File: config.mk
export PLATFORM = sky130hd
export DESIGN_NAME = alu_cmd_sequencer
export DESIGN_NICKNAME = d
export VERILOG_FILES = /design/src/rtl/alu_cmd_sequencer.sv
export SDC_FILE = /design/constraint.sdc
export NUM_CORES = 1
export LEC_CHECK = 0
export ABC_AREA = 1
export BUFFER_PORTS_ARGS = -buffer_cell sky130_fd_sc_hd__buf_2
export CAP_MARGIN = 20
export CELL_PAD_IN_SITES_DETAIL_PLACEMENT = 1
export CELL_PAD_IN_SITES_GLOBAL_PLACEMENT = 1
export CORE_MARGIN = 2
export CORE_UTILIZATION = 33
export DETAILED_ROUTE_END_ITERATION = 10
export HOLD_SLACK_MARGIN = 0.15
export PLACE_DENSITY_LB_ADDON = 0.1
export SLEW_MARGIN = 20
export SYNTH_ARGS = -nofsm -noshare
export SYNTH_HDL_FRONTEND = slang
export SYNTH_SLANG_ARGS = --single-unit
File: constraint.sdc
create_clock -name clk -period 1.4 [get_ports clk]
set_clock_uncertainty 0.05 [all_clocks]
set_input_delay 0.14 -clock clk [delete_from_list [all_inputs] [get_ports clk]]
set_output_delay 0.14 -clock clk [all_outputs]
set_load 0.02 [all_outputs]
File: src/rtl/alu_cmd_sequencer.sv
// alu_cmd_sequencer: issue stage for the 8-bit combinational ALU.
// Registers a command onto the ALU inputs, waits HOLD_CYCLES for the ALU to
// settle, captures result/carry into the result port and the accumulator.
// Optional build macro: ALU_SEQ_FLAGS_EN adds res_zero, carry_sticky and sticky_clr.
//
// state  | meaning
// IDLE   | ready for a command; ALU inputs hold the last command
// SETTLE | ALU inputs stable, settle counter running down to zero
// RESP   | result captured, waiting for the consumer to take it
module alu_cmd_sequencer #(
    parameter int HOLD_CYCLES = 1
) (
    input  logic       clk,
    input  logic       rst,
    input  logic       cmd_valid,
    output logic       cmd_ready,
    input  logic [3:0] cmd_op,
    input  logic [7:0] cmd_a,
    input  logic [7:0] cmd_b,
    input  logic       cmd_use_acc,
    output logic [7:0] alu_a,
    output logic [7:0] alu_b,
    output logic [3:0] alu_sel,
    input  logic [7:0] alu_out,
    input  logic       alu_carry,
    output logic       res_valid,
    input  logic       res_ready,
    output logic [7:0] res_data,
    output logic       res_carry,
    output logic [7:0] acc
`ifdef ALU_SEQ_FLAGS_EN
    ,
    output logic       res_zero,
    output logic       carry_sticky,
    input  logic       sticky_clr
`endif
);

    typedef enum logic [1:0] {
        IDLE,
        SETTLE,
        RESP
    } state_t;

    localparam logic [3:0] CNT_LOAD = 4'(HOLD_CYCLES - 1);

    state_t     state;
    state_t     state_nxt;
    logic [3:0] cnt;
    logic       accept;
    logic       capture;

    // cmd_ready is held low while reset is asserted, otherwise follows IDLE
    assign cmd_ready = (state == IDLE) && !rst;
    assign res_valid = (state == RESP);

    // State register
    always_ff @(posedge clk or posedge rst) begin
        if (rst) state <= IDLE;
        else     state <= state_nxt;
    end

    // Next-state decode and per-cycle strobes
    always_comb begin
        state_nxt = state;
        accept    = 1'b0;
        capture   = 1'b0;
        case (state)
            IDLE: begin
                if (cmd_valid) begin
                    accept    = 1'b1;
                    state_nxt = SETTLE;
                end
            end
            SETTLE: begin
                if (cnt == 4'd0) begin
                    capture   = 1'b1;
                    state_nxt = RESP;
                end
            end
            RESP: begin
                if (res_ready) state_nxt = IDLE;
            end
            default: state_nxt = IDLE;
        endcase
    end

    // ALU operand/opcode registers, loaded only on command accept
    always_ff @(posedge clk or posedge rst) begin
        if (rst) begin
            alu_a   <= 8'd0;
            alu_b   <= 8'd0;
            alu_sel <= 4'd0;
        end else if (accept) begin
            alu_a   <= cmd_use_acc ? acc : cmd_a;
            alu_b   <= cmd_b;
            alu_sel <= cmd_op;
        end
    end

    // Settle down-counter; terminal count zero triggers capture
    always_ff @(posedge clk or posedge rst) begin
        if (rst)                                  cnt <= 4'd0;
        else if (accept)                          cnt <= CNT_LOAD;
        else if (state == SETTLE && cnt != 4'd0)  cnt <= cnt - 4'd1;
    end

    // Result and accumulator capture; carry never feeds the accumulator
    always_ff @(posedge clk or posedge rst) begin
        if (rst) begin
            res_data  <= 8'd0;
            res_carry <= 1'b0;
            acc       <= 8'd0;
        end else if (capture) begin
            res_data  <= alu_out;
            res_carry <= alu_carry;
            acc       <= alu_out;
        end
    end

`ifdef ALU_SEQ_FLAGS_EN
    // Zero flag captured with the result; sticky carry where set beats clear
    always_ff @(posedge clk or posedge rst) begin
        if (rst) begin
            res_zero     <= 1'b0;
            carry_sticky <= 1'b0;
        end else begin
            if (capture) res_zero <= (alu_out == 8'd0);
            if (capture && alu_carry) carry_sticky <= 1'b1;
            else if (sticky_clr)      carry_sticky <= 1'b0;
        end
    end
`endif

endmodule

==> results of run 1 <==
Yosys cell counts:
cell type	number	area [um2]
nand4_1	1	6.26
o21ai_2	1	8.76
nor3_1	1	5.00
nand3_4	1	17.5
dfrtp_1	35	876
or2_2	1	6.26
buf_2	5	25.0
buf_4	8	60.1
nor2_4	1	11.3
buf_6	1	11.3
nand3_1	3	15.0
inv_1	16	60.1
ha_1	2	25.0
nor2_1	10	37.5
o21ai_0	18	90.1
inv_2	2	7.51
a21oi_2	8	70.1
nand3_2	1	10.0
nand2_1	62	233
o31ai_1	1	7.51
xor2_1	1	8.76
a21oi_1	1	5.00
nand2_2	1	6.26
layout by cell type (no fill, tap or decap), types with 4 or more instances in the layout:
master and count:
nand2_1 62, o21ai_0 18, inv_1 13, clkbuf_8 6, dfrtp_1 35, nor2_1 10, a21oi_2 8, inv_2 4
buf_2 72, dlygate4sd3_1 28
area by class of cell:
cell class	count	area share [%]
Inverter	18	2.97
Tap cell	54	2.81
Multi-Input combinational cell	114	24.0
Clock inverter	2	1.46
Sequential cell	35	36.5
Timing Repair Buffer	105	28.9
Clock buffer	6	3.44
repair_timing:
item | 4_1_cts | 5_1_grt
setup buffers | 1 | 0
endpoints found under the hold margin | 62 | 0
resized for setup | 0 | 6
pin swaps | 1 | 0
endpoints found under the setup margin | 8 | 13
cloned | 0 | 0
hold buffers | 28 | 0
cell families after synthesis:
group	after synthesis
buf+inv	32
compound gates	29
xor+xnor	1
simple gates	82
flops	35
fa+ha+maj	2
per-layer routing:
metal	vias up	track usage, %	wire, um
li1	747	-	-
met1	697	21.0	1790
met2	29	30.4	2370
met3	4	3.29	160
met4	0	4.85	40
met5	-	0	0
registers in the layout, summed over array words and instances, names as in the netlist:
name / cells
acc: 8
alu_a: 8
alu_b: 8
alu_sel: 4
state: 2
cnt: 4
res_carry: 1
power groups by stage:
stage | clock network, mW | logic [mW] | registers, mW
floorplan | 0 | 1.39 | 2.29
global placement | 0 | 2.55 | 1.79
detailed placement | 0 | 2.60 | 1.80
CTS | 0.964 | 2.73 | 1.78
global route | 1.01 | 3.04 | 1.85
finish | 0.941 | 2.74 | 1.79
per-stage QoR:
stage	power [mW]	utilization [%]	worst slack, ns	cell area (um2)	hold WS [ns]
after detailed placement	4.40	41.9	-0.00740	1960	0.234
after global placement	4.33	41.9	0.0739	1960	0.234
after global routing	5.90	51.2	0.000637	2400	0.186
final	5.46	51.2	0.0374	2400	0.140
after floorplan	3.68	-	0.173	1600	0.176
after CTS	5.47	50.8	0.0780	2380	0.155
worst max-delay path by stage:
| stage | endpoint | slack, ns | depth (start not counted) |
|---|---|---|---|
| 6_report | cnt[1] | 0.04 | 5 |
| 2_1_floorplan | acc[0] | 0.17 | 5 |
| 4_1_cts | cnt[1] | 0.08 | 6 |
| 3_3_place_gp | acc[1] | 0.07 | 5 |
| 5_1_grt | cnt[1] | 0.0006 | 5 |
| 3_5_place_dp | acc[7] | -0.007 | 5 |
worst min-delay path: cells and delay by family:
kind                   cells  cell delay (ns)
AO/OA/AOI/OAI              2             0.22
buffers and inverters      1             0.08
==> summary.txt, run 1 <==
Setup path
  • CP Capture Type: register
  • CP required: 1.53 ns
  • Crit path max fanout: 5
  • Critical-path cell list: inv_2 > buf_4 > ha_1 > or2_2 > o21ai_0
  • R2R Path Start: cnt[0]
  • Slowest-stage cell, CP: dfrtp_1
  • Worst Setup Path Type: register to register
  • Worst R2R End: cnt[1]
  • CP Launch Type: register
  • Worst Setup SP: cnt[0]
  • Reg2Reg Setup Slack: 0.04 ns
  • CP bufs+invs: 2
  • Worst Reg-to-Reg Cells: 5
  • Crit-path leading delay family: flip-flops
  • CP max stage delay: 0.34 ns
  • CP arrival: 1.49 ns

Clocking
  • CTS root buf: clkbuf_8
  • CTS tree: yes
  • CTS sink count: 35
  • H-tree depth: 2
  • Clock-pin slew on the worst setup and hold paths: 0.07 ns
  • Max Root-Sink Buffers: 2
  • Clock Latency Late Sink: 0.28 ns
  • Number of CTS-inserted buffers: 5

Global routing
  • Total track usage: 17.1%
  • Largest net degree at the start of global routing: 36
  • Initial antenna violation count: 0
  • Vias in the first global route: 1520
  • Congestion Overflow GR: 0
  • Global-route wire length before repair: 7070 um

Floorplan
  • Die area: 5430 um2
  • Chip height: 73.7 um
  • Rows: 25
  • Die Wd: 73.7 um
  • # IOs: 73
  • Starting Density: 34.2%
  • Core area: 4690 um2

Timing
  • Worst-Margin Slew: 0.455 ns
  • Period utilization: 97.3%
  • Slew Limit Headroom: 69.7%
  • Final hold vios: 0
  • Final Slew Violations: 0
  • Tmin final: 1.36 ns
  • Setup Viol. Count Final: 0
  • Unrepaired setup endpoints after global routing: no
  • Setup TNS: 0 ns
  • Fmax: 734 MHz

Pwr
  • Comb pwr share: 50.1%
  • PwrDens: 2270 nW/um2
  • Worst VDD drop: 0.948 mV
  • LEAKAGE: 1.29 nW
  • Power share of the sequential group: 32.7%
  • Switching power: 2.41 mW
  • Clock power share: 17.2%
  • Int Power: 3.05 mW
  • Sw frac: 44.1%

Detailed routing
  • Via/cell ratio: 4.42
  • Via count: 1477
  • DRT Wirelength: 4370 um
  • Drt first pass iters: 4
  • Drt wl/cell: 13.1 um
  • Initial DRC Count: 31
  • Post-route ant nets: 0
  • Remaining DRCs: 0

Final layout
  • Fill cell count: 570
  • Non-filler instance count after layout: 334
  • Register area: 876 um2
  • Synthesis-to-finish area growth: 49.9%
  • Final nets: 315
  • Share of cells above drive strength 1: 37.5%
  • Ant diodes: 0
  • Multi-input combinational cell area: 576 um2

Min path
  • Hold path depth: 3
  • Hold WC Path Type: primary input to register
  • Hold path endpoint: alu_a[2]
  • Hold_sp: cmd_a[2]

Outcome
  • Status: finished, final reports clean

Logic synthesis
  • Syn nets: 217
  • Netlist cell types: 23
  • Complex-gate fraction of the synthesized area: 11.3%
  • Largest family of logic cells by synthesized area: simple AND/OR/NAND/NOR gates
  • Register area share after synthesis: 54.6%
  • Post-synthesis simple-gate area fraction: 21.7%
  • XOR/XNOR Fraction of Synth Area: 0.546%
  • Post-synthesis instance area: 1600 um2
  • Cells after Synth: 181
  • Post-synthesis register bit count: 35
  • Avg Synthesized Cell Area: 8.86 um2
  • Ys Warns: 0
  • Post-Synth Adder-Cell Area: 1.56%
  • Mux cell area share after synthesis: 0%

Placed design
  • # port buffers: 72
  • Placed cell count: 297
  • Detailed Place HPWL: 2890 um
  • Final Wtd Congestion: 0.778

Run
  • Max-Cap Viols: 0
No activity file was read; power rests on OpenSTA's default activity.
==> inputs of run 2 (changes only) <==
Settings changed: BUFFER_PORTS_ARGS -buffer_cell sky130_fd_sc_hd__buf_2 to not set, CORE_UTILIZATION 33 to 35, DONT_BUFFER_PORTS set to 1, HOLD_SLACK_MARGIN 0.15 to not set.
==> run 2 against run 1 <==
Compared with the run above:
- clock power decreased by 26%
- highest routed layer unchanged
- routed wire length is 7.4% lower
- sequential cell count unchanged
- fmax increased by 4.0%
- non-clock buffer count fell by 66
- sequential share of layout area grew 6.3 points
- die area fell by 5.4%
- utilization is 4.5 points lower
==> summary.txt, run 2 (synthesized netlist as in run 1, its figures left out) <==
Global routing
  • Initial antenna violation count: 0 (unchanged)
  • Congestion Overflow GR: 0 (unchanged)
  • Total track usage: 16.7% (-0.40 points)
  • Vias in the first global route: 1427 (-6.1%)
  • Global-route wire length before repair: 6660 um (-5.9%)
  • Largest net degree at the start of global routing: 36 (unchanged)

Pwr
  • Int Power: 2.59 mW (-15%)
  • Sw frac: 47.3% (+3.2 points)
  • Switching power: 2.33 mW (-3.3%)
  • Power share of the sequential group: 44.7% (+12 points)
  • LEAKAGE: 1.01 nW (-21%)
  • Clock power share: 14.0% (-3.2 points)
  • Total power: 4.92 mW (-9.9%)
  • Worst VDD drop: 0.857 mV (-9.6%)
  • PwrDens: 2400 nW/um2 (+5.6%)
  • Comb pwr share: 41.2% (-8.9 points)

Placed design
  • # port buffers: 0 (-100%)
  • Detailed Place HPWL: 2740 um (-5.1%)
  • Final Wtd Congestion: 0.746 (-4.1%)
  • DP Area: 1680 um2 (-15%)

Timing
  • Fmax: 763 MHz (+4.0%)
  • Setup Viol. Count Final: 0 (unchanged)
  • Final Slew Violations: 0 (unchanged)
  • Unrepaired setup endpoints after global routing: no
  • Worst Hold Margin: 0.0117 ns (-0.129 ns)
  • Slew Limit Headroom: 69.6% (about the same)
  • Worst-Margin Slew: 0.455 ns (+0.000804 ns)
  • Period utilization: 93.6% (-3.7 points)
  • Final hold vios: 0 (unchanged)
  • Tmin final: 1.31 ns (-0.0521 ns)

Min path
  • Hold path depth: 3 (unchanged)
  • Hold WC Path Type: primary input to register

Setup path
  • Slowest-stage cell, CP: dfrtp_1
  • CP Launch Type: register
  • CP max stage delay: 0.34 ns (about the same)
  • CP bufs+invs: 2 (unchanged)
  • Crit path depth: 5 (unchanged)
  • Crit path max fanout: 5 (unchanged)
  • Worst Setup Path Type: register to register
  • CP arrival: 1.46 ns (-0.03 ns)
  • Critical-path cell list: inv_2 > buf_4 > ha_1 > or2_2 > o21ai_0
  • Worst Reg-to-Reg Cells: 5 (unchanged)
  • CP Capture Type: register
  • Crit-path leading delay family: flip-flops
  • CP required: 1.55 ns (+0.02 ns)

Final layout
  • Post-route cell area: 2050 um2 (-15%)
  • Commonest non-fill, non-tap cells in the layout: nand2_1 (62), dfrtp_1 (35), dlygate4sd3_1 (24), o21ai_0 (17)
  • Commonest non-fill, non-tap cell in the layout: nand2_1
  • Final nets: 250 (-21%)
  • Share of cells above drive strength 1: 19.1% (-18 points)
  • Synthesis-to-finish area growth: 27.9%
  • Fill cell count: 512 (-10%)
  • Ant diodes: 0 (unchanged)
  • Biggest regs: acc: 8 flops, alu_a: 8 flops, alu_b: 8 flops

Detailed routing
  • Post-route ant nets: 0 (unchanged)
  • Via/cell ratio: 4.84 (+9.3%)
  • Remaining DRCs: 0 (unchanged)
  • Via count: 1291 (-13%)
  • Drt wl/cell: 15.1 um (+16%)
  • Initial DRC Count: 36 (+16%)
  • DRT Wirelength: 4040 um (-7.4%)
  • Drt first pass iters: 4 (unchanged)

Clocking
  • Clock-pin slew on the worst setup and hold paths: 0.07 ns (about the same)
  • H-tree depth: 2 (unchanged)
  • Clock Latency Late Sink: 0.28 ns (about the same)
  • Number of CTS-inserted buffers: 5 (unchanged)
  • CTS tree: yes
  • Max Root-Sink Buffers: 2 (unchanged)
  • CTS sink count: 35 (unchanged)
  • CTS root buf: clkbuf_8

Run
  • Max-Cap Viols: 0 (unchanged)

Floorplan
  • Starting Density: 36.6% (+2.4 points)
  • Chip height: 71.7 um (-2.7%)
  • Rows: 24 (-4.0%)
  • Core area: 4380 um2 (-6.6%)
  • Die Wd: 71.7 um (-2.7%)
  • # IOs: 73 (unchanged)
  • Die area: 5140 um2 (-5.4%)

Outcome
  • Status: finished, final reports clean
## run 2: timing repair
item                       CTS  global route
setup endpoints to repair    5            23
gates cloned                 0             1
resized for setup            1             6
hold buffers                24             0
hold endpoints to repair    59             0
pin swaps                    1             0
buffers inserted             1             0
## run 2: power groups by stage
stage	logic, mW	registers [mW]	clock network [mW]
CTS	1.98	2.21	0.730
global route	2.28	2.27	0.773
floorplan	1.39	2.29	0
global placement	1.77	2.20	0
finish	2.03	2.20	0.692
detailed placement	1.86	2.22	0
## run 2: cell type report
| type | instances | area [um2] | area share, % |
|---|---|---|---|
| Multi-Input combinational cell | 114 | 583 | 28.4 |
| Clock inverter | 1 | 5.00 | 0.244 |
| Tap cell | 52 | 65.1 | 3.17 |
| Timing Repair inverter | 1 | 7.51 | 0.366 |
| Inverter | 18 | 71.3 | 3.48 |
| Timing Repair Buffer | 39 | 365 | 17.8 |
| Clock buffer | 7 | 76.3 | 3.72 |
| Sequential cell | 35 | 876 | 42.7 |
## run 2: final timing paths
kind,to,from,slack [ns]
max in group asynchronous,alu_b[3],rst,0.61
setup reg to reg,cnt[1],cnt[0],0.09
hold / removal,alu_a[0],cmd_use_acc,0.01
setup / recovery,cnt[1],cnt[0],0.09
min in group asynchronous,acc[4],rst,0.36
hold reg to reg,acc[0],acc[0],0.50
## run 2: routing by layer
metal | vias up | routed length, um | track usage, %
li1 | 621 | - | -
met1 | 614 | 1690 | 19.3
met2 | 52 | 2050 | 29.9
met3 | 4 | 266 | 5.49
met4 | 0 | 36 | 3.98
met5 | - | 0 | 0
## run 2: worst min-delay path: stages
cell and delay (ns):
nand2_1 0.03, o21ai_0 0.06, o21ai_0 0.07
## run 2: metrics by stage
step / util, % / std cells / setup slack [ns] / TNS, ns
finish: 46.7 / 267 / 0.0895 / 0
global route: 46.7 / 267 / 0.0212 / 0
CTS: 46.1 / 266 / 0.0380 / 0
detailed placement: 38.2 / 233 / -0.0134 / -0.0338
global placement: 38.2 / 233 / 0.0748 / 0
floorplan: - / 181 / 0.173 / 0
==> inputs of run 3 (changes only) <==
Settings changed: CTS_BUF_LIST set to sky130_fd_sc_hd__clkbuf_8.
==> run 3 against run 2 <==
Compared with the run above:
- first-iteration DRC count stayed put
- largest power group unchanged
- register-to-register slack about the same
- design area unchanged
- sequential cell count stayed put
- highest routed layer unchanged
- final cell count unchanged
- clock-buffer cell count down 2
- hold slack about the same
- routed wire length about the same
- sequential power barely moved
- combinational power barely moved
- global-route usage unchanged
- critical path depth did not move
==> summary.txt, run 3 (synthesized netlist as in run 1, its figures left out) <==
Outcome
  • Status: finished, final reports clean

Setup path
  • CP required: 1.55 ns (about the same)
  • CP bufs+invs: 2 (unchanged)
  • Crit path max fanout: 5 (unchanged)
  • Critical-path cell list: inv_2 > buf_4 > ha_1 > or2_2 > o21ai_0
  • Slowest-stage cell, CP: dfrtp_1
  • Reg2Reg Setup Slack: 0.09 ns (about the same)
  • CP Launch Type: register
  • Worst Reg-to-Reg Cells: 5 (unchanged)
  • Crit-path leading delay family: flip-flops
  • R2R Path Start: cnt[0]
  • Worst Setup Path Type: register to register
  • Worst R2R End: cnt[1]
  • CP max stage delay: 0.34 ns (about the same)
  • CP Capture Type: register
  • CP arrival: 1.46 ns (about the same)

Timing
  • Setup TNS: 0 ns (unchanged)
  • Worst-Margin Slew: 0.455 ns (unchanged)
  • Final hold vios: 0 (unchanged)
  • Final Slew Violations: 0 (unchanged)
  • Slew Limit Headroom: 69.6% (unchanged)
  • Period utilization: 93.6% (about the same)
  • Fmax: 763 MHz (unchanged)
  • Unrepaired setup endpoints after global routing: no
  • Setup Viol. Count Final: 0 (unchanged)
  • Tmin final: 1.31 ns (-0.000000100 ns)

Placed design
  • DP Area: 1680 um2 (unchanged)
  • Final Wtd Congestion: 0.746 (unchanged)
  • # port buffers: 0 (unchanged)
  • Detailed Place HPWL: 2740 um (unchanged)

Global routing
  • Congestion Overflow GR: 0 (unchanged)
  • Total track usage: 16.7% (unchanged)
  • Initial antenna violation count: 0 (unchanged)
  • Vias in the first global route: 1427 (unchanged)
  • Global-route wire length before repair: 6660 um (unchanged)
  • Largest net degree at the start of global routing: 36 (unchanged)

Final layout
  • Synthesis-to-finish area growth: 27.9% (unchanged)
  • Commonest non-fill, non-tap cells in the layout: nand2_1 (62), dfrtp_1 (35), dlygate4sd3_1 (24), o21ai_0 (17), inv_1 (16)
  • Post-route cell area: 2050 um2 (unchanged)
  • Commonest non-fill, non-tap cell in the layout: nand2_1
  • Ant diodes: 0 (unchanged)
  • Final nets: 250 (unchanged)
  • Share of cells above drive strength 1: 19.1% (unchanged)
  • Fill cell count: 512 (unchanged)
  • Biggest regs: acc: 8 flops, alu_a: 8 flops, alu_b: 8 flops

Floorplan
  • Rows: 24 (unchanged)
  • Chip height: 71.7 um (unchanged)
  • Starting Density: 36.6% (unchanged)
  • Die area: 5140 um2 (unchanged)
  • # IOs: 73 (unchanged)
  • Die Wd: 71.7 um (unchanged)
  • Core area: 4380 um2 (unchanged)

Detailed routing
  • Remaining DRCs: 0 (unchanged)
  • Drt wl/cell: 15.1 um (about the same)
  • Post-route ant nets: 0 (unchanged)
  • DRT Wirelength: 4040 um (about the same)
  • Via count: 1293 (+0.15%)
  • Via/cell ratio: 4.84 (+0.15%)
  • Initial DRC Count: 36 (unchanged)
  • Drt first pass iters: 4 (unchanged)

Min path
  • Hold path endpoint: alu_a[0]
  • Hold path depth: 3 (unchanged)
  • Hold_sp: cmd_use_acc
  • Hold WC Path Type: primary input to register

Pwr
  • Comb pwr share: 41.3% (about the same)
  • Sw frac: 47.5% (+0.15 points)
  • Switching power: 2.33 mW (about the same)
  • Worst VDD drop: 0.857 mV (about the same)
  • Power share of the sequential group: 44.9% (+0.2 points)
  • LEAKAGE: 1.02 nW (+0.82%)
  • Int Power: 2.58 mW (-0.57%)
  • Clock power share: 13.8% (-0.2 points)
  • PwrDens: 2400 nW/um2 (-0.28%)

Clocking
  • CTS root buf: clkbuf_8
  • CTS sink count: 35 (unchanged)
  • Clock-pin slew on the worst setup and hold paths: 0.07 ns (about the same)
  • Number of CTS-inserted buffers: 5 (unchanged)
  • H-tree depth: 2 (unchanged)
  • Clock Latency Late Sink: 0.28 ns (about the same)
  • CTS tree: yes
  • Max Root-Sink Buffers: 2 (unchanged)

Run
  • Max-Cap Viols: 0 (unchanged)
run 3: cell types whose count changed in the layout (fill, tap and decap cells not counted), sizes merged:
cell,change
clkbuf,-2
inv,+2
run 3: through the flow:
stage / worst slack [ns] / hold slack, ns / utilization, % / total power [mW] / std cells
floorplan: 0.173 / 0.176 / - / 3.68 / 181
global placement: 0.0748 / 0.112 / 38.2 / 3.97 / 233
detailed placement: -0.0134 / 0.119 / 38.2 / 4.08 / 233
CTS: 0.0375 / 0.00766 / 46.1 / 4.91 / 266
global route: 0.0211 / 0.0268 / 46.7 / 5.30 / 267
finish: 0.0895 / 0.0115 / 46.7 / 4.91 / 267
run 3: area by class of cell:
cell class                      instances  area (um2)  area share, %
Sequential cell                        35         876           42.7
Multi-Input combinational cell        114         583           28.4
Timing Repair Buffer                   39         365           17.8
Inverter                               18        71.3           3.48
Clock buffer                            5        68.8           3.36
Tap cell                               52        65.1           3.17
Clock inverter                          3        12.5          0.610
Timing Repair inverter                  1        7.51          0.366
run 3: per-layer routing:
layer,up-vias,routed length (um),track usage (%)
met5,-,0,0
met1,616,1690,19.3
met3,4,266,5.49
li1,621,-,-
met4,0,36,3.98
met2,52,2050,29.9
run 3: what timing repair did:
item                       4_1_cts  5_1_grt
hold buffers                    24        0
setup buffers                    1        0
hold endpoints to repair        59        0
pin swaps                        1        0
resized for setup                1        6
gates cloned                     0        1
setup endpoints to repair        5       23
run 3: power groups by stage:
stage / combinational [mW] / clock, mW / sequential [mW]
2_1_floorplan: 1.39 / 0 / 2.29
3_3_place_gp: 1.77 / 0 / 2.20
3_5_place_dp: 1.86 / 0 / 2.22
4_1_cts: 1.98 / 0.717 / 2.21
5_1_grt: 2.28 / 0.759 / 2.27
6_report: 2.03 / 0.678 / 2.20
run 3: worst reg2reg max path: stages (launching register included):
cell	delay (ns)
dfrtp_1	0.34
inv_2	0.05
buf_4	0.15
ha_1	0.27
or2_2	0.30
o21ai_0	0.08
run 3: worst max-delay path by stage:
stage | from | cells past startpoint | end | slack, ns
final | cnt[0] | 5 | cnt[1] | 0.09
after global routing | state[0] | 4 | alu_a[3] | 0.02
after CTS | state[0] | 5 | alu_b[7] | 0.04
after detailed placement | cnt[1] | 5 | acc[2] | -0.01
after global placement | cnt[1] | 5 | acc[2] | 0.07
after floorplan | cnt[0] | 5 | acc[0] | 0.17
